[src/rtl/adc_filter_40mhz.sv]
// adc_filter_40mhz
// Builds the 40 MHz compatibility-mode ADC stream from the native 120 MHz
// PMT samples. Each channel has a 5-tap anti-alias FIR with weights
// 1,2,2,2,1. The sum is divided by 8 and decimated by 3 on the shared
// ENABLE40 phase.
//
// Build option: define ADC_FILTER40_ROUND_EN to round half up
// (bias of 4 before the divide). When it is undefined the result is
// truncated toward zero.
//
// Pipeline:
//   taps  : D0..D4 shift every cycle
//   p1    : A = D0+D4, B = D1+D2+D3 registered every cycle
//   p2    : ADCn = (A + 2B + bias) >> 3, loaded only when ENABLE40 == 2
//
// Sample width is fixed at 12 bits, matching ADC_WIDTH of the trigger
// definitions.

module adc_filter_40mhz (
    input  logic        CLK120,
    input  logic        RESET,
    input  logic        SYNC40,
    input  logic [11:0] ADC0_IN,
    input  logic [11:0] ADC1_IN,
    input  logic [11:0] ADC2_IN,
    output logic [1:0]  ENABLE40,
    output logic [11:0] ADC0,
    output logic [11:0] ADC1,
    output logic [11:0] ADC2
);

    localparam int DATA_W = 12;
    localparam int NCH    = 3;
    localparam int NTAP   = 5;
    localparam int SUMA_W = DATA_W + 1;  // two samples
    localparam int SUMB_W = DATA_W + 2;  // three samples
    localparam int ACC_W  = DATA_W + 3;  // A + 2B + bias, max 32764

    localparam logic [1:0] PHASE_LAST = 2'd2;

`ifdef ADC_FILTER40_ROUND_EN
    localparam logic [ACC_W-1:0] RND_BIAS = ACC_W'(4);
`else
    localparam logic [ACC_W-1:0] RND_BIAS = '0;
`endif

    // Full-scale weighted sum -> 12-bit sample. The sum never exceeds
    // 8*4095+4, so the shifted result always fits and needs no clamp.
    function automatic logic [DATA_W-1:0] scale_out(input logic [ACC_W-1:0] acc);
        logic [ACC_W-1:0] biased;
        biased = acc + RND_BIAS;
        return DATA_W'(biased >> 3);
    endfunction

    // Weighted FIR sum: outer taps (A) at weight 1, inner taps (B) at weight 2.
    function automatic logic [ACC_W-1:0] fir_sum(input logic [SUMA_W-1:0] a,
                                                 input logic [SUMB_W-1:0] b);
        return ACC_W'(a) + (ACC_W'(b) << 1);
    endfunction

    logic [DATA_W-1:0] adc_in    [NCH];

    logic [DATA_W-1:0] tap_d     [NCH][NTAP];
    logic [DATA_W-1:0] tap_q     [NCH][NTAP];

    logic [SUMA_W-1:0] suma_p1_d [NCH];
    logic [SUMA_W-1:0] suma_p1_q [NCH];
    logic [SUMB_W-1:0] sumb_p1_d [NCH];
    logic [SUMB_W-1:0] sumb_p1_q [NCH];

    logic [DATA_W-1:0] adc_p2_d  [NCH];
    logic [DATA_W-1:0] adc_p2_q  [NCH];

    logic [1:0]        phase_d;
    logic [1:0]        phase_q;
    logic              upd_p2;

    assign adc_in[0] = ADC0_IN;
    assign adc_in[1] = ADC1_IN;
    assign adc_in[2] = ADC2_IN;

    // Tap delay line: new sample enters D0, older samples move one tap down.
    always_comb begin
        for (int c = 0; c < NCH; c++) begin
            tap_d[c][0] = adc_in[c];
            for (int k = 1; k < NTAP; k++) begin
                tap_d[c][k] = tap_q[c][k-1];
            end
        end
    end

    // ---- taps -> p1: partial sums split by FIR weight ----
    always_comb begin
        for (int c = 0; c < NCH; c++) begin
            suma_p1_d[c] = SUMA_W'(tap_q[c][0]) + SUMA_W'(tap_q[c][4]);
            sumb_p1_d[c] = SUMB_W'(tap_q[c][1]) + SUMB_W'(tap_q[c][2])
                         + SUMB_W'(tap_q[c][3]);
        end
    end

    // ---- p1 -> p2: decimated output, loaded on the last phase only ----
    always_comb begin
        upd_p2 = (phase_q == PHASE_LAST);
        for (int c = 0; c < NCH; c++) begin
            adc_p2_d[c] = adc_p2_q[c];
            if (upd_p2) begin
                adc_p2_d[c] = scale_out(fir_sum(suma_p1_q[c], sumb_p1_q[c]));
            end
        end
    end

    // Phase counter 0,1,2: SYNC40 realigns to 0 but never suppresses the
    // update already scheduled by phase 2 (that is decided by phase_q).
    always_comb begin
        phase_d = phase_q + 2'd1;
        if (SYNC40 || phase_q >= PHASE_LAST) begin
            phase_d = 2'd0;
        end
    end

    // State registers; RESET clears the whole datapath so outputs ramp from 0.
    always_ff @(posedge CLK120) begin
        if (RESET) begin
            phase_q <= 2'd0;
            for (int c = 0; c < NCH; c++) begin
                for (int k = 0; k < NTAP; k++) begin
                    tap_q[c][k] <= '0;
                end
                suma_p1_q[c] <= '0;
                sumb_p1_q[c] <= '0;
                adc_p2_q[c]  <= '0;
            end
        end else begin
            phase_q <= phase_d;
            for (int c = 0; c < NCH; c++) begin
                for (int k = 0; k < NTAP; k++) begin
                    tap_q[c][k] <= tap_d[c][k];
                end
                suma_p1_q[c] <= suma_p1_d[c];
                sumb_p1_q[c] <= sumb_p1_d[c];
                adc_p2_q[c]  <= adc_p2_d[c];
            end
        end
    end

    assign ENABLE40 = phase_q;
    assign ADC0     = adc_p2_q[0];
    assign ADC1     = adc_p2_q[1];
    assign ADC2     = adc_p2_q[2];

endmodule

[config.mk]
export PLATFORM = sky130hd
export DESIGN_NAME = adc_filter_40mhz
export DESIGN_NICKNAME = d
export VERILOG_FILES = /design/src/rtl/adc_filter_40mhz.sv
export SDC_FILE = /design/constraint.sdc
export NUM_CORES = 1
export LEC_CHECK = 0
export BUFFER_PORTS_ARGS = -buffer_cell sky130_fd_sc_hd__buf_2
export CAP_MARGIN = 0
export CORE_MARGIN = 2
export CORE_UTILIZATION = 61
export CTS_CLUSTER_DIAMETER = 50
export CTS_CLUSTER_SIZE = 10
export DETAILED_ROUTE_END_ITERATION = 12
export MAX_ROUTING_LAYER = met4
export PLACE_DENSITY = 0.88
export SLEW_MARGIN = 0
export SYNTH_ARGS = -nofsm -noshare
export SYNTH_HDL_FRONTEND = slang
export SYNTH_SLANG_ARGS = --single-unit
export TNS_END_PERCENT = 20
[constraint.sdc]
create_clock -name CLK120 -period 3.2 [get_ports CLK120]
set_clock_uncertainty 0.1 [all_clocks]
set_input_delay 0.32 -clock CLK120 [delete_from_list [all_inputs] [get_ports CLK120]]
set_output_delay 0.32 -clock CLK120 [all_outputs]
set_load 0.02 [all_outputs]
==> flow_summary.yaml, run 1 <==
timing:
  slew_viol_final: 0
  rsz0062_at_grt: "no"
  tns_ns: 0
  tightest_slew_ns: 1.089
  finalSetupViolations: 0
  maxSlewHeadroom_pct: 27.11
  fmax_mhz: 320.5
  min_period_over_period_pct: 97.49
  finalHoldViolations: 0
  layout_min_cycle_time_ns: 3.120
clock_tree:
  cts_tree: "built"
  cts_buffer_depth: 3
  cts.sinks: 296
  cts.clk_slew.worst_paths_ns: 0.05
  cts_made_buffers: 35
  postCtsSetupRepairBufs: 0
  ctsRootBufferMaster: "clkbuf_16"
  worstSkewPairLatency_ns: 0.50
  cts_max_level: 2
yosys:
  synth_edf_count: 0
  synth-xor-area-share_pct: 5.290
  synth_warnings: 0
  syn-cell-area_sq_um: 12580
  synth_fa_ha_area_share_pct: 16.63
  netlist.area_leader.share_pct: 47.10
  synthMuxAreaShare_pct: 1.044
  synth_nets: 1399
  ys_ff_latch: 296
  synth.distinct_cells: 57
  synthTopCellsByArea: "dfxtp_1 47%, ha_1 9.9%, nor2b_1 9.0%"
  postSynthAreaPerCell_sq_um: 10.33
  synthCells: 1218
  ys.flop_type: "dfxtp_1"
  synth-compound-area-share_pct: 10.64
  async_flop_share_pct: 0
  synth_area_leader_cell: "dfxtp_1"
  ys_seq_area_share_pct: 47.10
  synth-simple-area-share_pct: 17.03
  synth_top_family_by_area: "simple AND/OR/NAND/NOR gates"
critical_path:
  crit_required_ns: 3.45
  path_cells: "fa_1 > ha_1 > fa_1 > a21o_1 > a21oi_2 > a21oi_1 > o41ai_1 > buf_4 > o21ai_0 > a21oi_1 > nor3_1"
  cp_slowest_cell: "fa_1"
  critPathTopFamily: "adder cells"
  reg2reg_to: "sumb_p1_q[0][13]"
  worstReg2RegStart: "tap_q[0][13]"
  critPathKind: "reg2reg"
  max_stage_delay_ns: 0.48
  critPathCaptureType: "register"
  critPathBufInv: 1
  r2r_cells: 11
  arrival_ns: 3.37
  worstPathMaxFanout: 2
  startpoint_type: "register"
  r2r_slack_ns: 0.08
grt:
  antenna_found_initial: 0
  grt_pass1_wl_mm: 40.71
  track_usage_pct: 23.48
  grt-ovfl-total: 0
  first_global_vias: 8718
  grt_max_degree: 101
status:
  status: "complete, no violations"
die:
  rows: 52
  core_sq_um: 20230
  die_area_sq_um: 21790
  die_x_um: 147.6
  start_util_pct: 62.18
  io_pins: 77
  die_h_um: 147.6
place:
  place.detailed.hpwl_mm: 16.56
  globalplace.congestion: 0.8513
  portBuffers: 76
cells_and_area:
  synthToLayoutAreaGrowth_pct: 15.63
  drive_gt1_share_pct: 10.45
  most-common-layout-cells: "296 x dfxtp_1, 182 x nor2b_1, 128 x nor2_1"
  fill_cells: 1412
  final_util_pct: 71.90
  layout_commonest_cell: "dfxtp_1"
  num-nets-final: 1518
  diodes: 0
run:
  drv_cap: 0
min_path:
  whs_path_depth: 2
  min_to: "tap_q[0][59]"
  hold_path_class: "in2reg"
  holdCritStartpoint: "ADC0_IN[11]"
power_and_ir_drop:
  ir_worst_vdd_v: 0.0004549
  total_power_w: 0.007852
  leakagePower_nw: 6.505
  pwr_density_cell_nw_per_um2: 539.7
drt:
  first_iter_violations: 410
  drt_pass1_iterations: 5
  drc: 0
  ant_nets: 0
  routed_wl_mm: 24.31
  viasPerCell: 5.371
  num_vias: 8647
  wl_per_cell_um: 15.10
==> routing by layer <==
metal  wire, um  part of all wire (%)  vias up  GRT usage, %
li1           -                     -     4327             -
met1      10850                    45     4084         28.98
met2      11940                    49      182         39.81
met3        948                   3.9       54         3.704
met4        568                   2.3        0         7.308
met5          0                     0        -             -
==> area by class of cell <==
class,count,area (sq um),area share (%)
flip-flops and latches,296,5926,40.73
repair buffers,118,794.5,5.461
well taps,270,337.8,2.322
inverters,40,150.1,1.032
multi-input cells,846,6394,43.95
clock buffers,40,947.2,6.510
==> power by group <==
part | switching [W] | leakage, nW | internal (W) | total [W]
Sequential | 0.0000708 | 2.42 | 0.00381 | 0.00388
Clock | 0.00134 | 0.466 | 0.00205 | 0.00340
Combinational | 0.000310 | 3.62 | 0.000262 | 0.000572
Total | 0.00172 | 6.50 | 0.00613 | 0.00785
==> kinds of logic (layout without fill, tap and decap cells) <==
group                      Yosys count  after routing
adders and majority gates          142            142
DFF                                296            296
AOI/OAI and AO/OA                  203            203
muxes                               13             13
buffers and inverters               76            198
and+or+nand+nor                    412            412
xor gates and xnor gates            76             76
==> state kept, by name, indices dropped and copies added, names as in the netlist <==
name,count
ENABLE40,2
tap_q,180
sumb_p1_q,42
adc_p2_q,36
suma_p1_q,36
==> cell usage after synthesis (3+ instances only) <==
cell type and number:
o21a_1 10, inv_1 39, o211ai_1 4, nor2b_1 182, nor3_1 8, mux2i_1 12, a21o_1 22, dfxtp_1 296
nand2_1 39, a311oi_1 5, a31o_2 7, nand2b_1 7, clkbuf_1 33, or3_1 7, o21ai_0 39, nor3b_1 3
a211oi_1 10, buf_1 3, nand4_1 6, a21oi_1 60, ha_1 100, a31oi_1 8, nand3_1 19, xnor2_1 40
nor2_1 128, xor2_1 36, and2_1 6, a32o_1 3, fa_1 42, a211o_1 3, o31ai_1 4
==> what timing repair did <==
item	4_1_cts	5_1_grt
gates resized for setup	1	5
endpoints found under the hold margin	37	0
setup endpoints to repair	2	4
hold buffers	36	0
pin swaps	0	2
==> stage by stage <==
stage	worst slack, ns	area (sq um)	hold slack [ns]	cells
3_3_place_gp	0.1348	13220	0.3303	1534
2_1_floorplan	0.3190	12580	0.2973	1218
6_report	0.08018	14550	0.03858	1610
5_1_grt	0.009975	14550	0.03554	1610
3_5_place_dp	0.04210	13220	0.3350	1534
4_1_cts	0.07119	14530	0.03560	1610
==> worst max-delay path by stage <==
stage	start	to	slack (ns)	cells after the start
global route	tap_q[0][13]	sumb_p1_q[0][13]	0.01	11
detailed placement	tap_q[0][133]	sumb_p1_q[0][41]	0.04	10
finish	tap_q[0][13]	sumb_p1_q[0][13]	0.08	11
global placement	tap_q[0][133]	sumb_p1_q[0][41]	0.13	10
floorplan	tap_q[0][13]	sumb_p1_q[0][13]	0.32	10
CTS	tap_q[0][13]	sumb_p1_q[0][13]	0.07	11
Power figures use the tool's default switching activity.
==> inputs of run 2 (changes only) <==
- CORE_UTILIZATION: 61 -> 65
- PLACE_DENSITY: 0.88 -> 0.92
- clock period: 3.2 -> 4 ns (I/O delays scaled with it)
==> run 2 against run 1 <==
  * Sequential power down 20%
  * Critical path depth down 1
  * Clock power down 21%
  * Cell area down 2.6%
  * Utilization up 3.3 points
  * Combinational power down 23%
  * Non-clock buffer count down 34
  * Total power down 21%
  * Clock-buffer cell count down 2
  * Fmax down 3.7%
  * Hold slack worse by 0.028 ns
  * Wire length up 1.5%
  * Critical path type unchanged
  * Largest power group unchanged
==> flow_summary.yaml, run 2 (synthesis results as in run 1) <==
status:
  status: "complete, no violations"
drt:
  met2WireLength_mm: 12.33
  drc: 0
  ant_nets: 0
  wl_met3_mm: 1.114
  wl_met1_mm: 10.52
  drt_pass1_iterations: 5
  first_iter_violations: 521
  wl_per_cell_um: 15.77
  num_vias: 8671
  viasPerCell: 5.541
  routed_wl_mm: 24.69
  top_layer: "met4"
clock_tree:
  cts.sinks: 296
  cts.clk_slew.worst_paths_ns: 0.05
  ctsRootBufferMaster: "clkbuf_16"
  cts_made_buffers: 35
  hold_buffers: 5
  postCtsSetupRepairBufs: 0
  cts_tree: "built"
  cts_buffer_depth: 3
  worstSkewPairLatency_ns: 0.50
  cts_max_level: 2
  cts_resized: 0
die:
  die_h_um: 143.1
  core_sq_um: 18830
  io_pins: 77
  die_x_um: 143.1
  rows: 50
  start_util_pct: 66.82
  die_area_sq_um: 20490
critical_path:
  worstPathMaxFanout: 2
  cp_slowest_cell: "fa_1"
  arrival_ns: 3.50
  crit_start: "tap_q[0][13]"
  r2r_cells: 10
  reg2reg_to: "sumb_p1_q[0][11]"
  critPathCaptureType: "register"
  max_stage_delay_ns: 0.47
  crit_end: "sumb_p1_q[0][11]"
  critPathKind: "reg2reg"
  worstReg2RegStart: "tap_q[0][13]"
  crit_required_ns: 4.26
  path_cells: "fa_1 > ha_1 > fa_1 > a21o_1 > a21oi_1 > a21oi_1 > o41ai_1 > o21ai_0 > xnor2_1 > nor2_1"
  r2r_slack_ns: 0.76
  startpoint_type: "register"
timing:
  fmax_mhz: 308.5
  min_period_over_period_pct: 81.03
  finalSetupViolations: 0
  finalHoldViolations: 0
  slew_viol_final: 0
  layout_min_cycle_time_ns: 3.241
  rsz0062_at_grt: "no"
  tightest_slew_ns: 1.033
  maxSlewHeadroom_pct: 30.91
  tns_ns: 0
  hold_ws_ns: 0.01030
place:
  portBuffers: 76
  place.detailed.hpwl_mm: 16.42
  globalplace.congestion: 0.8803
  postPlaceCellArea_sq_um: 13180
cells_and_area:
  layout_commonest_cell: "dfxtp_1"
  synthToLayoutAreaGrowth_pct: 12.61
  fill_cells: 1186
  seqCellArea_sq_um: 5926
  fin_area_sq_um: 14170
  num-nets-final: 1484
  diodes: 0
  most-common-layout-cells: "296 x dfxtp_1, 182 x nor2b_1, 128 x nor2_1"
  multi_input_comb_area_sq_um: 6371
  largest_reg_flops: 180
  drive_gt1_share_pct: 10.11
  regMostFlops: "tap_q"
  reg_top3: "tap_q x180, sumb_p1_q x42"
grt:
  grt-ovfl-total: 0
  antenna_found_initial: 0
  track_usage_pct: 25.65
  grt_max_degree: 148
  first_global_vias: 8958
  grt_pass1_wl_mm: 41.34
power_and_ir_drop:
  leakagePower_nw: 6.344
  ir_worst_vdd_v: 0.0003671
  pwr_density_cell_nw_per_um2: 439.8
min_path:
  hold_path_class: "in2reg"
run:
  drv_cap: 0
## run 2: changes by cell type in the layout (fill, tap and decap cells not counted), moves of 3 or more
| cell | previous run | this run |
|---|---|---|
| buf_4 | 6 | 3 |
| dlygate4sd3_1 | 36 | 5 |
| a21oi_2 | 5 | 2 |
| a21oi_1 | 57 | 60 |
## run 2: worst max-delay path: cells and delay by family (launching register included)
kind / cells / cell delay (ns)
simple gates: 1 / 0.05
xor+xnor: 1 / 0.22
flops: 1 / 0.32
compound gates: 5 / 1.22
fa+ha+maj: 3 / 1.18
## run 2: metrics by stage
stage	util (%)	setup WS (ns)	power [W]	instances
3_3_place_gp	70.01	0.8815	0.003564	1521
4_1_cts	75.24	0.7583	0.006271	1565
5_1_grt	75.24	0.5754	0.006446	1565
3_5_place_dp	70.01	0.7913	0.003585	1521
6_report	75.24	0.7588	0.006231	1565
2_1_floorplan	-	1.119	0.003474	1218
## run 2: per-layer routing
layer	up-vias	track usage, %
met4	0	9.380
li1	4256	-
met5	-	-
met3	77	4.292
met1	4132	29.75
met2	206	44.77
## run 2: final cells by class
cell class	count	share of cell area [%]
Clock buffer	38	6.561
Timing Repair Buffer	84	3.259
Inverter	40	1.060
Tap cell	260	2.296
Sequential cell	296	41.82
Clock inverter	1	0.03532
Multi-Input combinational cell	846	44.97
## run 2: worst min path at each step
stage	from	end	slack [ns]	cells past startpoint
6_report	ADC0_IN[3]	tap_q[0][51]	0.01	2
5_1_grt	ADC2_IN[2]	tap_q[0][170]	0.006	2
4_1_cts	ADC1_IN[2]	tap_q[0][110]	0.0002	2
3_5_place_dp	ENABLE40[0]	ENABLE40[0]	0.34	1
3_3_place_gp	ENABLE40[0]	ENABLE40[0]	0.33	1
2_1_floorplan	tap_q[0][156]	tap_q[0][144]	0.33	2
## run 2: where the power goes
| group | switching (W) | leakage [nW] | internal, W | total [W] |
|---|---|---|---|---|
| Clock | 0.00107 | 0.461 | 0.00162 | 0.00269 |
| Combinational | 0.000248 | 3.47 | 0.000190 | 0.000438 |
| Sequential | 0.0000557 | 2.42 | 0.00305 | 0.00311 |
==> inputs of run 3 (changes only) <==
- ABC_AREA: default -> 1
- CORE_UTILIZATION: 65 -> 62
- PLACE_DENSITY: 0.92 -> 0.89
- clock period: 4 -> 3 ns (I/O delays scaled with it)
==> run 3 against run 2 <==
  * Non-clock buffer count increased by 33
  * Largest cell class unchanged
  * Die area increased by 22%
  * Synthesized cell count increased by 66%
  * Sequential share of layout area decreased by 6.7 points
  * Critical path type unchanged
  * Highest routed layer unchanged
  * Global-route usage increased by 2.5 points
==> flow_summary.yaml, run 3 <==
clock_tree:
  ctsRootBufferMaster: "clkbuf_16"
  worstSkewPairLatency_ns: 0.52
  hold_buffers: 37
  cts_resized: 0
  cts.sinks: 296
  cts_max_level: 2
  postCtsSetupRepairBufs: 0
  cts_buffer_depth: 3
  cts.clk_slew.worst_paths_ns: 0.05
  cts_made_buffers: 39
  cts_tree: "built"
power_and_ir_drop:
  total_power_w: 0.009195
  pwr-share-clk_pct: 46.3
  pwr_density_cell_nw_per_um2: 544.8
  p_sw_w: 0.002156
  netSwitchingFraction_pct: 23.44
  power_frac_comb_pct: 8.4
  ir_worst_vdd_v: 0.0004891
  p_int_w: 0.007040
  leakagePower_nw: 8.668
  seq_power_share_pct: 45.3
place:
  place.detailed.hpwl_mm: 23.16
  dp.cells: 2378
  globalplace.congestion: 0.9165
  portBuffers: 76
yosys:
  async_flop_share_pct: 0
  postSynthAreaPerCell_sq_um: 7.265
  synth.distinct_cells: 33
  synth_commonest_cells: "395 x inv_1, 392 x nand2_1, 382 x nor2_1, 296 x dfxtp_1, 113 x a21oi_1"
  synth_area_leader_cell: "dfxtp_1"
  synthTopCellsByArea: "dfxtp_1 40%, inv_1 10%, nand2_1 10%"
  syn-cell-area_sq_um: 14670
  ys_ff_latch: 296
  synth_edf_count: 0
  synth_most_common_cell: "inv_1"
  ys.flop_type: "dfxtp_1"
  synthCells: 2019
  netlist.area_leader.share_pct: 40.40
  ys_seq_area_share_pct: 40.40
  synth_warnings: 0
  synth_nets: 2200
critical_path:
  critPathKind: "reg2reg"
  path_cells: "fa_1 > ha_1 > fa_1 > nand3_1 > nand2_1 > nand2_1 > nand2_1 > a21oi_1 > o21a_1"
  max_stage_delay_ns: 0.51
  arrival_ns: 2.77
  critPathTopFamily: "adder cells"
  critPathCaptureType: "register"
  r2r_cells: 9
  cp_slowest_cell: "fa_1"
  critPathMostFrequentCell: "nand2_1"
  crit_cells: 9
  crit_required_ns: 3.36
  startpoint_type: "register"
  critPathBufInv: 0
  worstPathMaxFanout: 5
drt:
  num_vias: 12480
  drt_pass1_iterations: 5
  drc: 0
  first_iter_violations: 825
  ant_nets: 0
  routed_wl_mm: 33.44
  viasPerCell: 5.053
  wl_per_cell_um: 13.55
grt:
  grt-ovfl-total: 0
  first_global_vias: 12320
  grt_pass1_wl_mm: 55.06
  antenna_found_initial: 0
  grt_max_degree: 181
  track_usage_pct: 28.19
timing:
  min_period_over_period_pct: 80.34
  maxSlewHeadroom_pct: 44.77
  rsz0062_at_grt: "no"
  finalSetupViolations: 0
  tns_ns: 0
  slew_viol_final: 0
  tightest_slew_ns: 0.8285
  finalHoldViolations: 0
  fmax_mhz: 414.9
  layout_min_cycle_time_ns: 2.410
cells_and_area:
  regMostFlops: "tap_q"
  num-nets-final: 2318
  reg_top3: "tap_q x180, sumb_p1_q x42"
  synthToLayoutAreaGrowth_pct: 15.06
  final-instance-count-excl-fill: 2469
  largest_reg_flops: 180
  diodes: 0
  layout_commonest_cell: "inv_1"
  most-common-layout-cells: "394 x inv_1, 392 x nand2_1, 382 x nor2_1"
  drive_gt1_share_pct: 7.860
run:
  drv_cap: 0
die:
  start_util_pct: 62.86
  die_area_sq_um: 24900
  die_x_um: 157.8
  core_sq_um: 23330
  rows: 56
  io_pins: 77
  die_h_um: 157.8
min_path:
  hold_path_class: "in2reg"
  whs_path_depth: 2
status:
  status: "complete, no violations"
-- run 3: cell types whose count changed after synthesis, moves of 27 or more --
| cell | before | now |
|---|---|---|
| o21ai_0 | 39 | 66 |
| nand3_1 | 19 | 83 |
| xnor2_1 | 40 | 1 |
| a21oi_1 | 60 | 113 |
| inv_1 | 39 | 395 |
| nor2b_1 | 182 | 0 |
| nand2_1 | 39 | 392 |
| nor2_1 | 128 | 382 |
-- run 3: cell type report --
cell class | count | area, sq um
sequential | 296 | 5926
clock inverter | 9 | 105.1
inverter | 398 | 1494
clock buffer | 45 | 1071
timing repair buffer | 117 | 812.0
fill | 1759 | 6455
tap | 319 | 399.1
multi-input combinational | 1285 | 7071
-- run 3: power groups by stage --
stage	sequential, W	clock [W]	combinational (W)
final	0.00417	0.00426	0.000770
after global routing	0.00418	0.00449	0.000869
after CTS	0.00417	0.00432	0.000763
after detailed placement	0.00424	0	0.000707
after global placement	0.00424	0	0.000690
after floorplan	0.00424	0	0.000500
-- run 3: worst paths after layout --
path	start	endpoint	slack, ns
min	RESET	sumb_p1_q[0][0]	0.05
min reg2reg	tap_q[0][48]	tap_q[0][36]	0.33
max reg2reg	tap_q[0][133]	sumb_p1_q[0][37]	0.59
max	tap_q[0][133]	sumb_p1_q[0][37]	0.59
-- run 3: logic make-up after synthesis --
| kind of cell | after synthesis | share of synthesized area [%] |
|---|---|---|
| DFF | 296 | 40.40 |
| adders and majority gates | 142 | 14.26 |
| and+or+nand+nor | 903 | 24.71 |
| buffers and inverters | 438 | 11.41 |
| AOI/OAI and AO/OA | 224 | 8.257 |
| xor gates and xnor gates | 16 | 0.9554 |
-- run 3: through the flow --
stage | util (%) | hold slack (ns) | area, sq um | worst slack (ns)
floorplan | - | 0.3031 | 14670 | 0.8169
global placement | 65.71 | 0.3087 | 15330 | 0.7028
detailed placement | 65.71 | 0.3184 | 15330 | 0.6627
CTS | 72.33 | 0.04146 | 16880 | 0.6014
global route | 72.33 | 0.06802 | 16880 | 0.4642
finish | 72.33 | 0.05398 | 16880 | 0.5899
-- run 3: per-layer routing --
layer | track usage, % | vias up | wire, um
li1 | - | 6371 | -
met1 | 32.39 | 5667 | 14160
met2 | 49.23 | 357 | 16420
met3 | 5.119 | 82 | 1831
met4 | 10.30 | 0 | 1034
met5 | - | - | 0
